**src/rtl/mem_arb_pkg.sv**
```systemverilog
// Shared types and default sizing for the instruction/data RAM port arbiter.
package mem_arb_pkg;

    typedef enum logic [1:0] {
        IDLE  = 2'd0,
        ISSUE = 2'd1,
        WAIT  = 2'd2,
        DONE  = 2'd3
    } state_t;

    typedef enum logic {
        GNT_I = 1'b0,
        GNT_D = 1'b1
    } gnt_t;

    localparam int D_WIDTH = 16;
    localparam int A_WIDTH = 8;
    localparam int LAT     = 1;
    localparam int STARVE  = 4;

endpackage

```
**src/rtl/ls_reg.sv**
```systemverilog
// Load-enable capture register with synchronous clear.
// One-cycle latency from ld to q; no backpressure.
module ls_reg #(
    parameter int n = 16
) (
    input  logic         clk,
    input  logic         clr,
    input  logic         ld,
    input  logic [n-1:0] d,
    output logic [n-1:0] q
);

    always_ff @(posedge clk) begin
        if (clr)
            q <= '0;
        else if (ld)
            q <= d;
    end

endmodule

```
**src/rtl/mem_port_arbiter.sv**
```systemverilog
// Shares one synchronous RAM port between instruction fetch and data access.
// Request in IDLE completes 2+lat cycles later; requests wait while an access is in flight.
module mem_port_arbiter
    import mem_arb_pkg::*;
#(
    parameter int d_width = D_WIDTH,
    parameter int a_width = A_WIDTH,
    parameter int lat     = LAT,
    parameter int starve  = STARVE
) (
    input  logic               g_clk,
    input  logic               g_clr,
    input  logic               i_req,
    input  logic [a_width-1:0] i_addr,
    output logic [d_width-1:0] i_rdata,
    output logic               i_odv,
    input  logic               d_req,
    input  logic               d_we,
    input  logic [a_width-1:0] d_addr,
    input  logic [d_width-1:0] d_wdata,
    output logic [d_width-1:0] d_rdata,
    output logic               d_odv,
    output logic               ram_en,
    output logic               ram_we,
    output logic [a_width-1:0] ram_addr,
    output logic [d_width-1:0] ram_wdata,
    input  logic [d_width-1:0] ram_rdata,
    output logic               busy
);

    localparam int SW = $clog2(starve + 1);
    localparam int WW = $clog2(lat + 1);

    state_t        state;
    gnt_t          owner;
    logic          lat_we;
    logic [SW-1:0] streak;
    logic [WW-1:0] wcnt;

    logic grant_d;
    logic grant_i;
    logic last_wait;
    logic i_ld;
    logic d_ld;

    always_comb begin
        grant_d   = d_req && (!i_req || (int'(streak) < starve));
        grant_i   = !grant_d && i_req;
        last_wait = (state == WAIT) && (wcnt == WW'(lat));
        i_ld      = last_wait && (owner == GNT_I);
        d_ld      = last_wait && (owner == GNT_D) && !lat_we;
    end

    always_ff @(posedge g_clk) begin
        if (g_clr) begin
            state     <= IDLE;
            owner     <= GNT_I;
            lat_we    <= 1'b0;
            streak    <= '0;
            wcnt      <= '0;
            ram_en    <= 1'b0;
            ram_we    <= 1'b0;
            ram_addr  <= '0;
            ram_wdata <= '0;
            i_odv     <= 1'b0;
            d_odv     <= 1'b0;
            busy      <= 1'b0;
        end else begin
            ram_en <= 1'b0;
            ram_we <= 1'b0;
            i_odv  <= 1'b0;
            d_odv  <= 1'b0;
            unique case (state)
                IDLE: begin
                    if (grant_d) begin
                        owner     <= GNT_D;
                        lat_we    <= d_we;
                        ram_addr  <= d_addr;
                        ram_wdata <= d_wdata;
                        ram_en    <= 1'b1;
                        ram_we    <= d_we;
                        busy      <= 1'b1;
                        state     <= ISSUE;
                        // Streak only grows while the fetch side is actually waiting.
                        if (!i_req)
                            streak <= '0;
                        else if (streak != SW'(starve))
                            streak <= streak + SW'(1);
                    end else if (grant_i) begin
                        owner    <= GNT_I;
                        lat_we   <= 1'b0;
                        ram_addr <= i_addr;
                        ram_en   <= 1'b1;
                        busy     <= 1'b1;
                        streak   <= '0;
                        state    <= ISSUE;
                    end
                end
                ISSUE: begin
                    wcnt  <= WW'(1);
                    state <= WAIT;
                end
                WAIT: begin
                    if (wcnt == WW'(lat)) begin
                        state <= DONE;
                        if (owner == GNT_I)
                            i_odv <= 1'b1;
                        else
                            d_odv <= 1'b1;
                    end else begin
                        wcnt <= wcnt + WW'(1);
                    end
                end
                DONE: begin
                    busy  <= 1'b0;
                    state <= IDLE;
                end
                default: state <= IDLE;
            endcase
        end
    end

    ls_reg #(.n(d_width)) u_i_rdata (
        .clk (g_clk),
        .clr (g_clr),
        .ld  (i_ld),
        .d   (ram_rdata),
        .q   (i_rdata)
    );

    ls_reg #(.n(d_width)) u_d_rdata (
        .clk (g_clk),
        .clr (g_clr),
        .ld  (d_ld),
        .d   (ram_rdata),
        .q   (d_rdata)
    );

endmodule

```
**config.mk**
```make
export PLATFORM = sky130hd
export DESIGN_NAME = mem_port_arbiter
export DESIGN_NICKNAME = d
export VERILOG_FILES = /design/src/rtl/mem_arb_pkg.sv /design/src/rtl/ls_reg.sv /design/src/rtl/mem_port_arbiter.sv
export SDC_FILE = /design/constraint.sdc
export NUM_CORES = 1
export LEC_CHECK = 0
export ABC_AREA = 1
export CAP_MARGIN = 10
export CORE_MARGIN = 8
export CORE_UTILIZATION = 42
export CTS_CLUSTER_SIZE = 8
export DETAILED_ROUTE_END_ITERATION = 12
export PLACE_DENSITY = 0.77
export RECOVER_POWER = 50
export SETUP_SLACK_MARGIN = 0.4
export SLEW_MARGIN = 30
export SYNTH_ARGS = -nofsm -noshare
export SYNTH_HDL_FRONTEND = slang
export SYNTH_SLANG_ARGS = --single-unit
```
**constraint.sdc**
```tcl
create_clock -name g_clk -period 1.8 [get_ports g_clk]
set_input_delay 0.36 -clock g_clk [delete_from_list [all_inputs] [get_ports g_clk]]
set_output_delay 0.36 -clock g_clk [all_outputs]
set_load 0.005 [all_outputs]
```
; Word-level counts from Yosys, hierarchy flattened
; Index checks and enable logic that the tools add are counted.
; Widths: inputs -> output; s select.
[totals]
ram_bits = 0
mem_count = 0
latch_bits = 0
rom_bits = 0
output_inout_bits = 61
register_bits = 69
wordCells = 73
[op_classes]
n_addsub = 2
bitwise_logic = 5
order_cmp = 1
n_shift = 0
div = 0
eq_ne = 7
muxes = 22
multipliers = 0
reduce_logical = 22
[ops]
columns = operator, count
row1 = $mux 8, 2
row2 = $mux 3, 4
row3 = $mux 1, 10
row4 = $pmux 2 s4, 1
row5 = $reduce_and 2->1, 4
row6 = $logic_and 1x1->1, 6
row7 = $mux 2, 3
row8 = $ne 3x3->1 const B, 2
row9 = $reduce_bool 2->1, 3
row10 = $reduce_or 3->1, 2
row11 = $not 1->1, 5
row12 = $eq 2x2->1 const B, 2
row13 = $pmux 1 s2, 2
row14 = $add 3x1->3 const B, 1
row15 = $logic_not 1->1, 3
row16 = $lt 3x3->1 const B, 1
row17 = $ne 3x2->1 const B, 1
row18 = $reduce_and 3->1, 1
row19 = $eq 2x1->1 const B, 1
row20 = $logic_not 2->1, 1
row21 = $ne 2x2->1 const B, 1
row22 = $reduce_or 2->1, 1
row23 = $add 1x1->1 const B, 1
row24 = $logic_or 1x1->1, 1

; Longest topological paths before layout
[logic_depth]
ltp_word = 8
mapped_depth = 8
ltp_nobuf = 7

; Hierarchy
; A second synthesis with hierarchy kept.
[unflattened]
cells_unflattened = 424
area_unflattened_um2 = 2964.1
[modules_own_cells]
columns = mod, area_per_inst_um2, cells_per_inst, n_inst
row1 = mem_port_arbiter, 1622.8, 222, 1
row2 = ls_reg, 670.6, 101, 2

; Least setup slack after synthesis
; OpenSTA, ideal clock, no wires.
[synth_path]
path_type = register -> register
from = register state[0]
to = register u_i_rdata.q[10]
path_stages_with_launch = 9
n_path_buf = 1
arrival_ps = 1220
t_required_ps = 1684
setup_slack_ps = 465
cell_sequence = dfxtp_1 > inv_1 > ha_1 > nand2_1 > nor2_4 > inv_2 > buf_2 > nor2_1 > nor2_1
[synth_via]
elab_chain_cells = 3
[synth_lines]
columns = item, line_no
row1 = from (decl), mem_port_arbiter.sv:34  ; state_t state;
row2 = from (signal assigned), mem_port_arbiter.sv:56  ; state <= IDLE;
row3 = from (signal assigned), mem_port_arbiter.sv:83  ; state <= ISSUE;
row4 = from (signal assigned), mem_port_arbiter.sv:96  ; state <= ISSUE;
row5 = $eq 2x2->1, mem_port_arbiter.sv:49  ; last_wait = (state == WAIT) && (wcnt == WW'(lat));
row6 = $logic_and 1x1->1, mem_port_arbiter.sv:49
row7 = $logic_and 1x1->1, mem_port_arbiter.sv:50  ; i_ld = last_wait && (owner == GNT_I);
row8 = to (signal assigned), ls_reg.sv:15  ; q <= '0;
row9 = to (signal assigned), ls_reg.sv:17  ; q <= d;
row10 = to (decl), ls_reg.sv:10  ; output logic [n-1:0] q
; Every way passes these cells.
; A chain may end at the register's enable or synchronous reset.

; Worst setup path in the final report
[layout_path]
from = input d_req
to = register ram_addr[6]
[layout_via]
elab_chain_cells = 5
word_cells_on_any_way = 6
[layout_lines]
columns = item, line_no
row1 = from (decl), mem_port_arbiter.sv:17  ; input logic d_req,
row2 = $logic_and 1x1->1 (*), mem_port_arbiter.sv:47  ; grant_d = d_req && (!i_req || (int'(streak) < starve));
row3 = $logic_not 1->1, mem_port_arbiter.sv:48  ; grant_i = !grant_d && i_req;
row4 = $logic_and 1x1->1, mem_port_arbiter.sv:48
row5 = $reduce_bool 2->1 (no source line), --
row6 = $reduce_and 2->1 (no source line), --
row7 = to (signal assigned), mem_port_arbiter.sv:78  ; ram_addr <= d_addr;
row8 = to (signal assigned), mem_port_arbiter.sv:92  ; ram_addr <= i_addr;
row9 = to (decl), mem_port_arbiter.sv:25  ; output logic [a_width-1:0] ram_addr,
; Every way passes the cells marked *; elsewhere a longest branch is shown, timed or not.

==> flow_summary.json <==
{
  "status": "completed",
  "via_per_inst": 4.76,
  "grtUsageMet3_pct": 10.4,
  "tightest_slew_ps": 364,
  "fp-row-count": 29,
  "vdd_drop_max_uv": 546,
  "vias": 2666,
  "fin_skew_ps": 8.38,
  "ys_ff_latch": 69,
  "grt_usage_pct": 16.0,
  "nNetsFinal": 538,
  "ys_types": 22,
  "worst_setup_path_end_kind": "flop",
  "final_common_cell": "nor2_1",
  "rsz0062_at_grt": "yes",
  "multi_input_area_um2": 1190,
  "finalSetupViolations": 0,
  "finalHoldViolCount": 0,
  "avgSynthCellArea_um2": 7.55,
  "io_pins": 114,
  "wl_per_cell_um": 13.6,
  "post-route-period-util_pct": 80.8,
  "ctsHoldBuffers": 0,
  "startpoint_type": "primary input",
  "final_cell_mix": "nor2_1, nand2_1, dfxtp_1",
  "synthDominantCellAreaShare_pct": 50.7,
  "clk_pin_slew_ps": 70,
  "clockBufferDepth": 2,
  "fin_ws_ps": 345,
  "drive_gt1_share_pct": 8.07,
  "syn-instance-count": 361,
  "antenna_found_initial": 0,
  "synthTopCellsByArea": "dfxtp_1, nor2_1, nand2_1, o21ai_0, a21oi_1",
  "place_worst_setup_slack_ps": 48.2,
  "numCtsBuffers": 9,
  "path_max_fanout": 8,
  "coreArea_um2": 6310,
  "power_leakage_nw": 2.01,
  "drt-total-wl_um": 7640,
  "finalSetupTns_ps": 0,
  "grt_overflow": 0,
  "syn_nets": 420,
  "drc": 0,
  "yosys_warnings": 0,
  "p_per_area_nw_per_um2": 1160,
  "slew_headroom_pct": 75.7,
  "yosysSeqAreaShare_pct": 50.7,
  "htree_levels": 3,
  "syn_to_final_growth_pct": 51.0,
  "fmax_ghz": 0.687,
  "finalCriticalPeriod_ps": 1460,
  "grt_start_max_net_pins": 33,
  "clockRootBuffer": "clkbuf_8",
  "place_congestion": 0.722,
  "crit_type": "in -> reg",
  "dr.pass1.iters": 4,
  "numPortBuffers": 113,
  "cts_tree": "built",
  "fp.dieArea_um2": 9330,
  "clock-sinks": 69,
  "grt.busiest_layer": "met2",
  "start_util_pct": 43.2,
  "fillers": 590,
  "antenna_cells": 0,
  "cap_violations": 0,
  "holdWs_ps": 443,
  "syn_area_um2": 2730,
  "ant_nets": 0,
  "critical_path_arrival_ps": 1730,
  "grt_pass1_wl_um": 11800,
  "hpwl_um": 5480,
  "synth_top_area_cell": "dfxtp_1",
  "critical_path_required_ps": 2070,
  "hold_path_class": "in -> reg",
  "grt_util_met2_pct": 24.2,
  "total_power_mw": 4.76,
  "die_y_um": 96.6,
  "grt_pass1_vias": 2556,
  "seqCellArea_um2": 1390,
  "drv_slew": 0,
  "met1_usage_pct": 18.0,
  "die_w_um": 96.6,
  "drtIter0Drc": 68,
  "clk_latency_ps": 340
}
==> power breakdown <==
part / switching (mW) / internal [mW]
clock: 0.555 / 0.625
sequential: 0.182 / 1.83
combinational: 0.841 / 0.730
==> state kept, by name (all words and copies together), names as in the netlist <==
register     flops
ram_wdata       16
u_d_rdata.q     16
u_i_rdata.q     16
ram_addr         8
streak           3
state            2
busy             1
d_odv            1
i_odv            1
lat_we           1
owner            1
ram_en           1
ram_we           1
wcnt             1
==> synth_stat cells <==
| cell | count |
|---|---|
| nor2_1 | 93 |
| nand2_1 | 75 |
| dfxtp_1 | 69 |
| o21ai_0 | 35 |
| inv_1 | 21 |
| a21oi_1 | 20 |
| nand3_1 | 12 |
| clkbuf_1 | 6 |
| ha_1 | 6 |
| buf_2 | 4 |
| buf_6 | 4 |
| nand2_4 | 4 |
| inv_2 | 2 |
| nand4_1 | 2 |
| a21oi_2 | 1 |
| buf_4 | 1 |
| clkbuf_2 | 1 |
| inv_4 | 1 |
| nand2_2 | 1 |
| nand3_2 | 1 |
| nand3_4 | 1 |
| nor2_4 | 1 |
==> final timing paths <==
check                             startpoint            end  slack [ps]  cells after the start
worst max-delay path                   d_req    ram_addr[6]         340                      7
worst min-delay path                   i_req      streak[0]         440                      3
worst max register to register      state[1]  ram_wdata[10]         420                      6
worst min register to register  ram_wdata[6]   ram_wdata[6]         460                      2
==> worst max-delay path: stages <==
cell           delay [ps]
dlygate4sd3_1         640
nand2_4               110
clkbuf_1              310
nand2_1                90
nand2_1                80
nor2_1                 40
nor2_1                 90
==> cell type report <==
| cell class | count | share of cell area (%) |
|---|---|---|
| flip-flops and latches | 69 | 33.6 |
| multi-input cells | 252 | 29.0 |
| repair buffers | 123 | 28.0 |
| clock buffers | 10 | 3.10 |
| inverters | 24 | 2.61 |
| well taps | 77 | 2.34 |
| clock inverters | 5 | 1.28 |
==> metal layers <==
layer,share of wire [%],vias up
met3,14,10
li1,-,1365
met1,41,1195
met2,43,96
met5,0,-
met4,1.4,0
==> cell families after synthesis <==
kind of cell / synth area share (%)
AO/OA/AOI/OAI: 10.4
adder cells (fa/ha/maj): 2.75
buffers and inverters: 7.07
flip-flops: 50.7
AND/OR/NAND/NOR: 29.1
==> repair_timing <==
item | in CTS | in global routing
cloned | 0 | 1
buffers inserted | 0 | 1
gates resized for setup | 67 | 17
setup endpoints to repair | 108 | 55
pin swaps | 0 | 3
==> per-stage QoR <==
stage / util [%] / area [um^2] / instances
after floorplan: - / 2730 / 361
after global placement: 62.0 / 3910 / 543
after detailed placement: 62.0 / 3910 / 543
after CTS: 64.0 / 4040 / 558
after global routing: 65.2 / 4120 / 560
final: 65.2 / 4120 / 560
Note: power is estimated with default switching activity, not from simulation.
